### src/rtl/act_pkg.sv
// Shared definitions for the activation engine: activation mode encodings,
// the map-sequencing FSM states and a small width helper.
package act_pkg;

  typedef enum logic [1:0] {
    MODE_BYPASS = 2'd0,
    MODE_RELU   = 2'd1,
    MODE_LEAKY  = 2'd2,
    MODE_RELU6  = 2'd3
  } mode_t;

  typedef enum logic [1:0] {
    IDLE  = 2'd0,
    RUN   = 2'd1,
    DRAIN = 2'd2
  } state_t;

  // Leaky slope is 1/8, implemented as an arithmetic right shift.
  localparam int LEAKY_SHIFT = 3;

  // Bit width needed to hold values 0..n-1, never less than one bit.
  function automatic int clog2_min1(input int n);
    return (n > 1) ? $clog2(n) : 1;
  endfunction

endpackage

### src/rtl/relu_lane.sv
// Single-pixel combinational activation: bypass, ReLU, leaky ReLU (x/8 for
// negatives, rounded toward minus infinity) and ReLU6 with a fixed ceiling.
// Every result is either x itself, zero, the ceiling, or x shifted right,
// so the output always fits in DATA_WIDTH.
module relu_lane
  import act_pkg::*;
#(
  parameter int DATA_WIDTH = 16,
  parameter int CLIP_VAL   = 1536
) (
  input  mode_t                         mode,
  input  logic signed [DATA_WIDTH-1:0]  x,
  output logic signed [DATA_WIDTH-1:0]  y
);

  localparam logic signed [DATA_WIDTH-1:0] CLIP = DATA_WIDTH'(CLIP_VAL);

  logic neg;

  assign neg = x[DATA_WIDTH-1];

  // Select the activation result for the requested mode.
  always_comb begin
    y = x;
    case (mode)
      MODE_BYPASS: y = x;
      MODE_RELU:   y = neg ? '0 : x;
      MODE_LEAKY:  y = neg ? (x >>> LEAKY_SHIFT) : x;
      MODE_RELU6: begin
        if (neg) begin
          y = '0;
        end else if (x > CLIP) begin
          y = CLIP;
        end else begin
          y = x;
        end
      end
      default:     y = x;
    endcase
  end

endmodule

### src/rtl/relu_engine.sv
// Streaming activation engine for one feature map of D channels, each
// W*H pixels, delivered LANES pixels per beat. A single registered output
// stage gives one cycle of latency and full throughput; the FSM tracks the
// map so the activation mode stays fixed for a whole map and the final beat
// is followed by a one-cycle done pulse.
module relu_engine
  import act_pkg::*;
#(
  parameter int W          = 28,
  parameter int H          = 28,
  parameter int D          = 6,
  parameter int DATA_WIDTH = 16,
  parameter int LANES      = 4,
  parameter int FRAC_BITS  = 8,
  parameter int CLIP_VAL   = 6 << FRAC_BITS
) (
  input  logic                          clk,
  input  logic                          reset,
  input  logic [1:0]                    cfg_mode,
  input  logic                          in_valid,
  output logic                          in_ready,
  input  logic [LANES*DATA_WIDTH-1:0]   in_data,
  output logic                          out_valid,
  input  logic                          out_ready,
  output logic [LANES*DATA_WIDTH-1:0]   out_data,
  output logic [clog2_min1(D)-1:0]      out_ch,
  output logic                          out_last_ch,
  output logic                          out_last_map,
  output logic                          busy,
  output logic                          done
);

  localparam int BEATS_PER_CH = (W * H) / LANES;
  localparam int BEAT_W       = clog2_min1(BEATS_PER_CH);
  localparam int CH_W         = clog2_min1(D);
  localparam logic [BEAT_W-1:0] LAST_BEAT = BEAT_W'(BEATS_PER_CH - 1);
  localparam logic [CH_W-1:0]   LAST_CH   = CH_W'(D - 1);

  generate
    if (((W * H) % LANES) != 0) begin : g_bad_lanes
      $error("relu_engine: W*H must be a multiple of LANES");
    end
    if ((CLIP_VAL <= 0) || (64'(CLIP_VAL) >= (64'd1 << (DATA_WIDTH - 1)))) begin : g_bad_clip
      $error("relu_engine: CLIP_VAL must be positive and fit in DATA_WIDTH-1 bits");
    end
  endgenerate

  state_t                     state;
  state_t                     state_next;
  mode_t                      mode_q;
  mode_t                      active_mode;
  logic [BEAT_W-1:0]          beat_cnt;
  logic [CH_W-1:0]            ch_cnt;
  logic [LANES*DATA_WIDTH-1:0] lane_y;
  logic                       in_fire;
  logic                       out_fire;
  logic                       last_beat_of_ch;
  logic                       final_beat;

  assign in_fire         = in_valid && in_ready;
  assign out_fire        = out_valid && out_ready;
  assign last_beat_of_ch = (beat_cnt == LAST_BEAT);
  assign final_beat      = last_beat_of_ch && (ch_cnt == LAST_CH);

  // The first beat of a map uses cfg_mode directly; later beats use the
  // copy captured with that first beat.
  assign active_mode = (state == IDLE) ? mode_t'(cfg_mode) : mode_q;

  genvar k;
  generate
    for (k = 0; k < LANES; k++) begin : g_lane
      relu_lane #(
        .DATA_WIDTH (DATA_WIDTH),
        .CLIP_VAL   (CLIP_VAL)
      ) u_lane (
        .mode (active_mode),
        .x    (in_data[k*DATA_WIDTH +: DATA_WIDTH]),
        .y    (lane_y[k*DATA_WIDTH +: DATA_WIDTH])
      );
    end
  endgenerate

  // Map FSM state register.
  always_ff @(posedge clk) begin
    if (reset) begin
      state <= IDLE;
    end else begin
      state <= state_next;
    end
  end

  // Next-state logic: a single-beat map goes straight from IDLE to DRAIN.
  always_comb begin
    state_next = state;
    case (state)
      IDLE: begin
        if (in_fire) begin
          state_next = final_beat ? DRAIN : RUN;
        end
      end
      RUN: begin
        if (in_fire && final_beat) begin
          state_next = DRAIN;
        end
      end
      DRAIN: begin
        if (out_fire) begin
          state_next = IDLE;
        end
      end
      default: state_next = IDLE;
    endcase
  end

  // FSM outputs: input is closed while the last beat drains and during the
  // done cycle, so a new map never overlaps the previous one's completion.
  always_comb begin
    in_ready = 1'b0;
    busy     = 1'b0;
    case (state)
      IDLE: begin
        in_ready = !done && (!out_valid || out_ready);
        busy     = 1'b0;
      end
      RUN: begin
        in_ready = !out_valid || out_ready;
        busy     = 1'b1;
      end
      DRAIN: begin
        in_ready = 1'b0;
        busy     = 1'b1;
      end
      default: begin
        in_ready = 1'b0;
        busy     = 1'b0;
      end
    endcase
  end

  // Capture the activation mode with the first beat of each map.
  always_ff @(posedge clk) begin
    if (reset) begin
      mode_q <= MODE_BYPASS;
    end else if (in_fire && (state == IDLE)) begin
      mode_q <= mode_t'(cfg_mode);
    end
  end

  // Beat and channel position of the next beat to be accepted.
  always_ff @(posedge clk) begin
    if (reset) begin
      beat_cnt <= '0;
      ch_cnt   <= '0;
    end else if (in_fire) begin
      if (last_beat_of_ch) begin
        beat_cnt <= '0;
        ch_cnt   <= (ch_cnt == LAST_CH) ? '0 : ch_cnt + CH_W'(1);
      end else begin
        beat_cnt <= beat_cnt + BEAT_W'(1);
      end
    end
  end

  // Registered output stage; holds its contents while stalled downstream.
  always_ff @(posedge clk) begin
    if (reset) begin
      out_valid    <= 1'b0;
      out_data     <= '0;
      out_ch       <= '0;
      out_last_ch  <= 1'b0;
      out_last_map <= 1'b0;
    end else if (in_fire) begin
      out_valid    <= 1'b1;
      out_data     <= lane_y;
      out_ch       <= ch_cnt;
      out_last_ch  <= last_beat_of_ch;
      out_last_map <= final_beat;
    end else if (out_ready) begin
      out_valid    <= 1'b0;
    end
  end

  // Pulse done once the final beat of the map leaves the output stage.
  always_ff @(posedge clk) begin
    if (reset) begin
      done <= 1'b0;
    end else begin
      done <= (state == DRAIN) && out_fire;
    end
  end

endmodule
### config.mk
export PLATFORM = sky130hd
export DESIGN_NAME = relu_engine
export DESIGN_NICKNAME = d
export VERILOG_FILES = /design/src/rtl/act_pkg.sv /design/src/rtl/relu_lane.sv /design/src/rtl/relu_engine.sv
export SDC_FILE = /design/constraint.sdc
export NUM_CORES = 1
export LEC_CHECK = 0
export ABC_AREA = 1
export BUFFER_PORTS_ARGS = -buffer_cell sky130_fd_sc_hd__buf_2
export CAP_MARGIN = 20
export CORE_MARGIN = 3
export CORE_UTILIZATION = 53
export CTS_BUF_LIST = sky130_fd_sc_hd__clkbuf_8 sky130_fd_sc_hd__clkbuf_16
export DETAILED_ROUTE_END_ITERATION = 8
export PLACE_DENSITY = 0.81
export SYNTH_ARGS = -nofsm -noshare
export SYNTH_HDL_FRONTEND = slang
export SYNTH_HIERARCHICAL = 1
export SYNTH_SLANG_ARGS = --single-unit
export TNS_END_PERCENT = 1
### constraint.sdc
create_clock -name clk -period 4 [get_ports clk]
set_clock_uncertainty 0.15 [all_clocks]
set_input_delay 0.8 -clock clk [delete_from_list [all_inputs] [get_ports clk]]
set_output_delay 0.8 -clock clk [all_outputs]
set_load 0.02 [all_outputs]
==> results.py <==
metrics = {
    "route": {
        "drc_errors": 0,
        "final_antenna_net_count": 0,
        "drt_iter0_drc": 257,
        "vias_per_cell": 5.06,
        "vias": 5363,
        "drtPass1Iterations": 5,
        "post_drt_wl_per_cell_um": 12.1,
        "wl_um": 12800,
    },
    "die": {
        "start_util_pct": 54.8,
        "dieArea_mm2": 0.0109,
        "pin_count": 143,
        "rows": 35,
        "die_w_um": 104,
        "core_mm2": 0.00933,
        "die_y_um": 104,
    },
    "status": {
        "outcome": "complete, no violations",
    },
    "worst_setup_path": {
        "crit_path_start_kind": "flip-flop",
        "worstPathMaxFanout": 12,
        "rrSetupSlack_ns": 0.87,
        "worstPathRequired_ns": 4.13,
        "crit_path_start": "state[0]$_SDFFE_PP0P_",
        "cp.arrival_ns": 3.26,
        "critPathCaptureType": "flip-flop",
        "endpoint": "out_data[59]$_SDFFE_PP0N_",
        "worst_r2r_endpoint": "out_data[59]$_SDFFE_PP0N_",
        "critPathKind": "flip-flop to flip-flop",
        "reg2reg_from": "state[0]$_SDFFE_PP0P_",
        "reg2regPathDepth": 14,
    },
    "timing": {
        "rsz0062_at_grt": "no",
        "fin_crit_sh_pct": 78.3,
        "fin_ws_ns": 0.868,
        "post-route-min-period_ns": 3.13,
        "final_hold_viol_count": 0,
        "tightestPinTransition_ns": 0.897,
        "relSlewSlack_pct": 40.2,
        "finalSetupViolCount": 0,
        "slew_violations": 0,
        "setup_tns_ns": 0,
        "hold_slack_ns": 0.314,
        "timing.fmax_mhz": 319,
    },
    "placed_design": {
        "dpl_cell_area_mm2": 0.00574,
        "dpl_worst_slack_ns": 0.902,
        "portBuffers": 142,
        "hpwl_um": 9530,
        "gp_congestion": 0.952,
    },
    "clocking": {
        "cts_root_buf": "clkbuf_8",
        "cts.sinks": 86,
        "htree_levels": 3,
        "clock_latency_ns": 0.34,
        "clk_path_buf_depth": 2,
        "cts_setup_buffers": 0,
        "ctsHoldBuffers": 0,
        "cts_tree": "built",
        "ctsResizeCount": 0,
        "cts-buffers-inserted": 9,
        "clk_pin_slew_ns": 0.09,
    },
    "final_layout": {
        "fillers": 913,
        "syn2layout_area_growth_pct": 15.6,
        "diodes": 0,
        "layout.nets": 999,
        "drive_gt1_share_pct": 23.0,
        "stdcell_area_mm2": 0.00591,
        "final_core_util_pct": 63.4,
    },
    "global_routing": {
        "grt_pass1_wl_um": 21700,
        "grt_max_degree": 77,
        "antenna_found_initial": 0,
        "grt_pass1_vias": 4818,
        "grtUsageTotal_pct": 23.4,
        "grt_overflow": 0,
    },
    "power": {
        "pwr-share-clk_pct": 15.5,
        "p_switching_mw": 1.66,
        "power.density_mw_per_mm2": 599,
        "combPwrFrac_pct": 52.0,
        "seqPwrFrac_pct": 32.5,
        "vdd_ir_drop_max_uv": 274,
        "intPower_mw": 1.88,
        "power_leakage_nw": 2.81,
        "switching_share_pct": 47.0,
    },
    "logic_synthesis": {
        "synth-compound-area-share_pct": 20.6,
        "synth_xor_area_share_pct": 0.685,
        "synthMuxAreaShare_pct": 0,
        "synth-simple-area-share_pct": 31.8,
        "synth-adder-area-share_pct": 0.978,
        "yosys_warnings": 6,
        "syn_nets": 879,
        "synth_top_family_by_area": "simple AND/OR/NAND/NOR gates",
        "synthesis.area_mm2": 0.00512,
        "syn_inst": 805,
        "seq_area_frac_synth_pct": 33.7,
        "ys_ff_latch": 86,
        "synth_area_per_cell_um2": 6.36,
        "yosys.cell_types.count": 28,
    },
    "hold_path": {
        "min_path_type": "flip-flop to flip-flop",
    },
    "job": {
        "max_cap_viol_count": 0,
    },
}
[registers in the layout (all words and copies together), names as in the netlist]
register      count
done              1
out_last_ch       1
out_valid         1
state             2
beat_cnt          8
ch_cnt            3
out_last_map      1
out_ch            3
mode_q            2
out_data         64
[Yosys cell counts]
cell / instances / area share [%]
nand2_1: 258 / 19
nand3_4: 2 / 0.68
buf_4: 8 / 1.2
nor2_1: 83 / 6.1
o21bai_2: 1 / 0.22
ha_1: 4 / 0.98
nand4_1: 4 / 0.49
o2111ai_1: 4 / 0.68
buf_8: 2 / 0.59
a32oi_1: 4 / 0.68
nand3_1: 16 / 1.6
clkbuf_1: 11 / 0.81
a21oi_1: 117 / 11
buf_6: 14 / 3.1
nor3_1: 4 / 0.39
nor2_2: 2 / 0.24
nor2_4: 4 / 0.88
a21oi_2: 8 / 1.4
o21ai_2: 1 / 0.17
a22oi_2: 1 / 0.24
inv_1: 76 / 5.6
inv_2: 6 / 0.44
dfxtp_1: 86 / 34
buf_2: 6 / 0.59
xor2_1: 4 / 0.68
o22ai_1: 4 / 0.49
o21ai_0: 54 / 5.3
nand2_2: 21 / 2.6
[power by group through the flow]
| stage | Sequential, mW | Combinational [mW] | Clock [mW] |
|---|---|---|---|
| 3_5_place_dp | 1.17 | 1.84 | 0 |
| 2_1_floorplan | 1.38 | 1.30 | 0 |
| 5_1_grt | 1.18 | 2.06 | 0.597 |
| 3_3_place_gp | 1.17 | 1.83 | 0 |
| 4_1_cts | 1.15 | 1.85 | 0.564 |
| 6_report | 1.15 | 1.84 | 0.547 |
[cells in the final DEF, fill, tap and decap left out]
master	Yosys	final
nand2_1	258	258
buf_2	6	142
a21oi_1	117	117
dfxtp_1	86	86
nor2_1	83	83
inv_1	76	76
o21ai_0	54	52
nand2_2	21	21
nand3_1	16	16
clkbuf_8	0	10
a21oi_2	8	8
buf_4	8	8
inv_2	6	6
nor3_1	4	4
ha_1	4	4
clkinv_2	0	4
nor2_4	4	4
o22ai_1	4	4
xor2_1	4	4
nand4_1	4	4
o2111ai_1	4	4
a32oi_1	4	4
o21ai_2	1	3
nand3_4	2	2
nor2_2	2	2
clkinv_4	0	2
o21bai_2	1	1
a22oi_2	1	1
[worst min-delay path by stage]
stage / endpoint / depth (start not counted) / slack [ns] / start
4_1_cts: out_data[6]$_SDFFE_PP0N_ / 2 / 0.31 / out_data[6]$_SDFFE_PP0N_
2_1_floorplan: mode_q[0]$_SDFFE_PP0P_ / 2 / 0.27 / mode_q[0]$_SDFFE_PP0P_
3_3_place_gp: out_data[36]$_SDFFE_PP0N_ / 2 / 0.30 / out_data[36]$_SDFFE_PP0N_
3_5_place_dp: out_data[6]$_SDFFE_PP0N_ / 2 / 0.30 / out_data[6]$_SDFFE_PP0N_
6_report: out_data[63]$_SDFFE_PP0N_ / 2 / 0.31 / out_data[63]$_SDFFE_PP0N_
5_1_grt: out_data[6]$_SDFFE_PP0N_ / 2 / 0.33 / out_data[6]$_SDFFE_PP0N_
[critical path, cell delays in order, from the launching register on]
cell	delay, ns
dfxtp_1	0.36
inv_1	0.07
ha_1	0.32
o21ai_2	0.72
buf_4	0.32
nor2_4	0.07
inv_2	0.21
nand2_2	0.16
inv_1	0.19
nand2_1	0.06
o21ai_0	0.07
inv_1	0.05
a21oi_1	0.12
nand2_1	0.07
a21oi_1	0.11
[per-stage QoR]
step	cells	power (mW)
CTS	1059	3.56
global placement	1043	2.99
finish	1059	3.54
floorplan	805	2.68
global route	1059	3.84
detailed placement	1043	3.01
[layer usage]
metal	vias up	routed length [um]	global-route usage (%)	part of all wire, %
met4	0	148	7.31	1.2
met1	2374	5980	31.4	47
li1	2800	-	-	-
met2	178	5690	38.3	44
met3	11	995	4.35	7.8
met5	-	0	0	0
[cells by family after synthesis]
logic type               after synthesis
AO/OA/AOI/OAI                        194
XOR/XNOR                               4
adder cells (fa/ha/maj)                4
buffers and inverters                123
flip-flops                            86
AND/OR/NAND/NOR                      394
[cell type report]
cell class,instances,area (um^2),area share [%]
multi-input combinational,596,2780,46.9
sequential,86,1720,29.1
timing repair buffer,150,771,13.0
inverter,82,308,5.21
clock buffer,10,138,2.33
clock inverter,6,37.5,0.635
tap,129,161,2.73
Power figures use the tool's default switching activity.
